**config.mk**
```make
export PLATFORM = sky130hd
export DESIGN_NAME = wb_port_arbiter
export DESIGN_NICKNAME = d
export VERILOG_FILES = /design/src/rtl/wb_port_arbiter.sv
export SDC_FILE = /design/constraint.sdc
export NUM_CORES = 1
export LEC_CHECK = 0
export ABC_AREA = 0
export CAP_MARGIN = 20
export CORE_MARGIN = 2
export CORE_UTILIZATION = 35
export DETAILED_ROUTE_END_ITERATION = 10
export PLACE_DENSITY = 0.71
export SLEW_MARGIN = 20
export SYNTH_ARGS = -nofsm -noshare
export SYNTH_HDL_FRONTEND = slang
export SYNTH_SLANG_ARGS = --single-unit
```
**constraint.sdc**
```tcl
create_clock -name clk -period 8.8 [get_ports clk]
set_input_delay 2.64 -clock clk [delete_from_list [all_inputs] [get_ports clk]]
set_output_delay 2.64 -clock clk [all_outputs]
set_load 0.01 [all_outputs]
```
**src/rtl/wb_port_arbiter.sv**
```systemverilog
// Register-file write-port arbiter: pipeline writeback vs. a 2-entry aux result FIFO,
// with a pending-write scoreboard. Define WB_STARVE_GUARD_EN to build the starvation guard.
module wb_port_arbiter #(
  parameter int unsigned STARVE_LIMIT = 4
) (
  input  logic        clk,
  input  logic        rst,
  input  logic        pipe_write,
  input  logic [2:0]  pipe_num,
  input  logic [15:0] pipe_data,
  input  logic        aux_issue,
  input  logic [2:0]  aux_issue_num,
  input  logic        aux_valid,
  input  logic [2:0]  aux_num,
  input  logic [15:0] aux_data,
  output logic        aux_ready,
  output logic [7:0]  busy,
  output logic        stall_pipe,
  output logic        wr_en,
  output logic [2:0]  wr_num,
  output logic [15:0] wr_data
);

  if (STARVE_LIMIT < 1 || STARVE_LIMIT > 7) begin : g_bad_limit
    $error("STARVE_LIMIT must be in 1..7");
  end

  // Slot 0 is the FIFO head; r_vld[1] implies r_vld[0].
  logic [1:0]  r_vld;
  logic [2:0]  r_num  [2];
  logic [15:0] r_data [2];
  logic [7:0]  r_busy;
  logic        r_wr_en;
  logic [2:0]  r_wr_num;
  logic [15:0] r_wr_data;

  logic        w_pop, w_push, w_k0, w_k1, w_keep0, w_keep1;
  logic [1:0]  w_vld;
  logic [2:0]  w_num  [2];
  logic [15:0] w_data [2];
  logic [7:0]  w_clr, w_set;

  assign aux_ready = ~r_vld[1];
  assign busy      = r_busy;
  assign wr_en     = r_wr_en;
  assign wr_num    = r_wr_num;
  assign wr_data   = r_wr_data;

  always_comb begin
    w_pop   = ~pipe_write & r_vld[0];
    w_push  = aux_valid & aux_ready;
    w_k0    = pipe_write & r_vld[0] & (r_num[0] == pipe_num);
    w_k1    = pipe_write & r_vld[1] & (r_num[1] == pipe_num);
    w_keep0 = r_vld[0] & ~w_k0 & ~w_pop;
    w_keep1 = r_vld[1] & ~w_k1;

    w_clr = '0;
    if (w_pop || w_k0) w_clr[r_num[0]] = 1'b1;
    if (w_k1)          w_clr[r_num[1]] = 1'b1;
    w_set = '0;
    if (aux_issue) w_set[aux_issue_num] = 1'b1;

    // Compact survivors toward the head, then append the incoming entry.
    w_vld     = '0;
    w_num[0]  = r_num[0];
    w_num[1]  = r_num[1];
    w_data[0] = r_data[0];
    w_data[1] = r_data[1];
    if (w_keep0) begin
      w_vld[0] = 1'b1;
      w_vld[1] = w_keep1;
    end else if (w_keep1) begin
      w_vld[0]  = 1'b1;
      w_num[0]  = r_num[1];
      w_data[0] = r_data[1];
    end
    if (w_push) begin
      if (!w_vld[0]) begin
        w_vld[0]  = 1'b1;
        w_num[0]  = aux_num;
        w_data[0] = aux_data;
      end else begin
        w_vld[1]  = 1'b1;
        w_num[1]  = aux_num;
        w_data[1] = aux_data;
      end
    end
  end

  always_ff @(posedge clk) begin
    if (rst) begin
      r_vld     <= '0;
      r_busy    <= '0;
      r_wr_en   <= 1'b0;
      r_wr_num  <= '0;
      r_wr_data <= '0;
    end else begin
      r_vld     <= w_vld;
      r_num[0]  <= w_num[0];
      r_num[1]  <= w_num[1];
      r_data[0] <= w_data[0];
      r_data[1] <= w_data[1];
      r_busy    <= (r_busy & ~w_clr) | w_set;
      if (pipe_write) begin
        r_wr_en   <= 1'b1;
        r_wr_num  <= pipe_num;
        r_wr_data <= pipe_data;
      end else if (w_pop) begin
        r_wr_en   <= 1'b1;
        r_wr_num  <= r_num[0];
        r_wr_data <= r_data[0];
      end else begin
        r_wr_en <= 1'b0;
      end
    end
  end

`ifdef WB_STARVE_GUARD_EN
  logic [2:0] r_starve;
  logic       r_stall;

  always_ff @(posedge clk) begin
    if (rst) begin
      r_starve <= '0;
      r_stall  <= 1'b0;
    end else begin
      r_stall <= 1'b0;
      if (r_vld[0] && pipe_write) begin
        if (r_starve == 3'(STARVE_LIMIT - 1)) begin
          r_starve <= '0;
          r_stall  <= 1'b1;
        end else begin
          r_starve <= r_starve + 3'd1;
        end
      end else begin
        r_starve <= '0;
      end
    end
  end

  assign stall_pipe = r_stall;
`else
  assign stall_pipe = 1'b0;
`endif

endmodule

```
[Word level (Yosys, flattened, before mapping)]
Memory sizes are Yosys's and may differ from the RTL's.
Index checks and enable logic that the tools add are counted.
Storage, ports and cells
  memory bits (read-only): 0
  bits in latches: 0
  memories: 2
  input bits: 46
  RAM bits: 38
  register bits after elaboration: 30
Memory list
  r_data: words 2, bits a word 16, read ports 2, clocked after Yosys merged registers in 0, wr ports 2, RTL line 31  | logic [15:0] r_data [2];
  r_num: words 2, bits a word 3, read ports 2, clocked after Yosys merged registers in 0, wr ports 2, RTL line 30  | logic [2:0] r_num [2];
Cells by class
  $add $sub $neg: 0
  divide/modulo/power cells: 0
  muxes and demuxes: 31
  shifts and indexed selects: 0
  order comparisons: 6
  multiply operators: 0
  bitwise gates (word level): 18
  reductions and logical operators: 5
  equal/unequal tests: 2
Operators by type and width (number)
  $mux 16: 6
  $mux 32: 1
  $mux 8: 3
  $mux 3: 6
  $or 8x8->8: 2
  $lt 3x4->1 const B: 3
  $mux 1: 10
  $and 1x1->1: 9
  $demux 1 s3: 3
  $ge 3x1->1 const B: 3
  $and 8x8->8: 1
  $not 8->8: 1
  $eq 3x3->1: 2
  $mux 6: 1
  $not 1->1: 5
  $logic_and 1x1->1: 3
  $mux 2: 1
  $reduce_bool 2->1: 1
  $logic_or 1x1->1: 1

[Logic depth before layout (Yosys ltp)]
An unclocked memory read counts as a cell.
  depth after elaboration: 11
  mapped depth: 7

[Least setup slack after synthesis]
No wires, ideal clock.
  path type: input-to-reg
  start point: in pipe_write
  end point: mem r_data[1][0], in the netlist r_data[0][16], enable pin
  required time: 8381 ps
  arrival: 4714 ps
  path slack: 3667 ps
  cell stages on the path: 5
  library setup time: 419 ps
  path through: clkbuf_1 > and2_1 > o31ai_4 > clkbuf_1 > nor3_1
RTL lines
  from (decl): RTL line 8  | input logic pipe_write,
  to (decl): RTL line 31

==> summary.md <==
| Metric | Value |
|---|---|
| Status | `finished clean` |
| Slew headroom | `between 30% and 40%` |
| Drt pass-1 iters | `7` |
| Die width | `approximately 100 um` |
| Peak Freq | `0.192 GHz` |
| Worst-path cell chain | `clkdlybuf4s50_1 > xor2_1 > o31ai_4 > and2_1 > o221ai_1` |
| Postcts setup bufs | `0` |
| Post-Syn Area per Cell | `10.4 um2` |
| Clock root buffer | `clkbuf_8` |
| Setup-failing EPs final | `0` |
| Slowest stage delay, CP | `850 ps` |
| Clk slew on worst S/H paths | `approximately 70 ps` |
| Worst hold path type | `flip-flop to flip-flop` |
| Post-synth top cells | `39 x nor2_1, 38 x edfxtp_1, 30 x dfxtp_1, 21 x a21oi_1, 21 x inv_1` |
| Detailed placement HPWL | `5380 um` |
| Core Region | `~9000 um2` |
| Clock sink count | `68` |
| Final non-filler cell total | `490` |
| All-Layer GR Usage | `16.7%` |
| Via count | `2,680` |
| Gr ovfl total | `0` |
| Crit start category | `primary input` |
| Layout filler cell count | `878` |
| Final nets | `420` |
| Routed wire per std cell | `16.5 um` |
| Die H | `100 um` |
| Pin count of the biggest net entering global routing | `43` |
| Starting density of the core | `between 30% and 40%` |
| Post-synth EDFFs | `38` |
| Ant. Diodes | `0` |
| # rows | `35` |
| CTS max path bufs | `2` |
| R2R setup slack | `5780 ps` |
| TNS Setup | `0 ps` |
| Die area | `10,000 um2` |
| Hold slack | `488 ps` |
| #FFs+latches synth | `68` |
| Area grow syn2layout | `29.4%` |
| H-tree Lvls | `3` |
| Post-cts resize count | `0` |
| Crit-path slowest cell | `o31ai_4` |
| Leading area contributor after synthesis | `edfxtp_1` |
| Design area | `4190 um2` |
| RSZ-0062 raised after global routing | `no` |
| Cell area after synthesis | `3230 um2` |
| Most numerous cell in the Yosys netlist | `nor2_1` |
| Syn Inst Count | `310` |
| Register area share after synthesis | `between 50% and 60%` |
| Clk Latency, worst-skew pair | `330 ps` |
| Minimum clock period | `between 5000 and 6000 ps` |
| Gpl congestion | `0.814` |
| CTS buffer count | `9` |
| Placed Area | `4020 um2` |
| CP Capture Type | `flip-flop` |
| Net Count, Synth | `~360` |
| Worst Max-Slew Pin Slew | `1020 ps` |
| Placed Instances | `approximately 470` |
| Final clock skew | `8.28 ps` |
| Fraction of layout cells with a size suffix above 1 | `8.97%` |
| TritonCTS clock tree | `done` |
| CP Class | `primary input to flip-flop` |
| Final setup margin | `3600 ps` |
| Fin. max-slew vios | `0` |
| Most common flop cell mapped by yosys | `edfxtp_1` |
| P per Cell Area | `between 150 and 200 nW/um2` |
| Remaining antenna violation count after routing | `0` |
| Top-area cell type share of the netlist area | `35.3%` |
| Initial drt markers | `approximately 100` |
| Final Hold Violating Endpoints | `0` |
| CP top delay family | `compound AO/OA/AOI/OAI gates` |
| Hold-fix buffers, CTS | `0` |
| Worst EP arrival | `5240 ps` |
| Peak fanout along the critical path | `24` |
| Power Total | `0.699 mW` |
| Synth warn | `0` |
| Asr flop ratio synth | `0%` |
| Vias in the first global route | `roughly 2,600` |
| Initial antenna violation count | `0` |
| Final period utilization | `59.1%` |
| CP required | `between 8000 and 9000 ps` |
| I/O pin count | `76` |
| Global-route wire length before repair | `13,100 um` |
| Pre-CTS setup slack | `around 3200 ps` |
| Peak VDD IR | `70.4 uV` |
| Top post-synthesis cells by area | `edfxtp_1 35%, dfxtp_1 19%, mux2i_1 5.6%, o221ai_2 4.6%, nor2_1 4.5%` |
| Worst Path Buf+Inv | `1` |
| Synth unique cells | `38` |
| Static Leakage | `1.45 nW` |
| DRT Wirelength | `8070 um` |
| Drt drc | `0` |
| Final core utilization | `45.9%` |
| Vias per cell | `5.47` |
| Max-cap violation count | `0` |
| Port Buffer Count | `74` |
==> placed cells by master (no fill, tap or decap), types with 18 or more instances in the layout <==
cell	n
nand3_1	20
a21oi_1	21
clkdlybuf4s50_1	74
edfxtp_1	38
mux2i_1	18
o21ai_0	20
dfxtp_1	30
inv_1	20
nor2_1	39
==> flip-flops by register name, summed over array words and instances (netlist names) <==
signal,flops
busy,8
wr_num,3
wr_data,16
wr_en,1
r_num,6
r_data,32
r_vld,2
==> where the power goes <==
part           leakage (nW)  switching (mW)  internal [mW]
clock network        0.0852           0.111          0.107
registers             0.607          0.0121          0.356
logic                 0.756          0.0557         0.0570
==> final timing paths <==
path	start	to	cells after the start
setup / recovery	pipe_num[1]	r_data[0][12]$_DFFE_PN_	5
hold / removal	busy[4]$_SDFF_PP0_	busy[4]$_SDFF_PP0_	2
setup reg to reg	r_num[0][1]$_DFFE_PN_	r_data[0][12]$_DFFE_PN_	4
hold reg to reg	busy[4]$_SDFF_PP0_	busy[4]$_SDFF_PP0_	2
==> layout make-up <==
class	count	area, um2	share of cell area [%]
clock inverter	4	17.5	0.419
tap	111	139	3.32
timing repair buffer	78	771	18.4
inverter	22	82.6	1.97
multi-input combinational	195	1290	30.8
clock buffer	12	145	3.47
sequential	68	1740	41.6
==> routing by layer <==
metal	wire length [um]	part of all wire, %	GRT usage, %
met5	0	0	0
met2	3720	46	26.1
met4	145	1.8	7.59
met3	518	6.4	2.92
met1	3690	46	22.7
==> logic make-up after synthesis <==
family	count (synthesis)	synth area share [%]
and+or+nand+nor	93	14.1
AOI/OAI and AO/OA	77	18.3
DFF	68	53.8
buffers and inverters	47	6.46
muxes	18	5.57
xor gates and xnor gates	6	1.62
other	1	0.116
==> tightest hold or removal path, delay by kind of cell (launching register included) <==
family	cells	cell delay (ps)
DFF	1	320
AOI/OAI and AO/OA	1	70
and+or+nand+nor	1	50
Power figures use the tool's default switching activity.
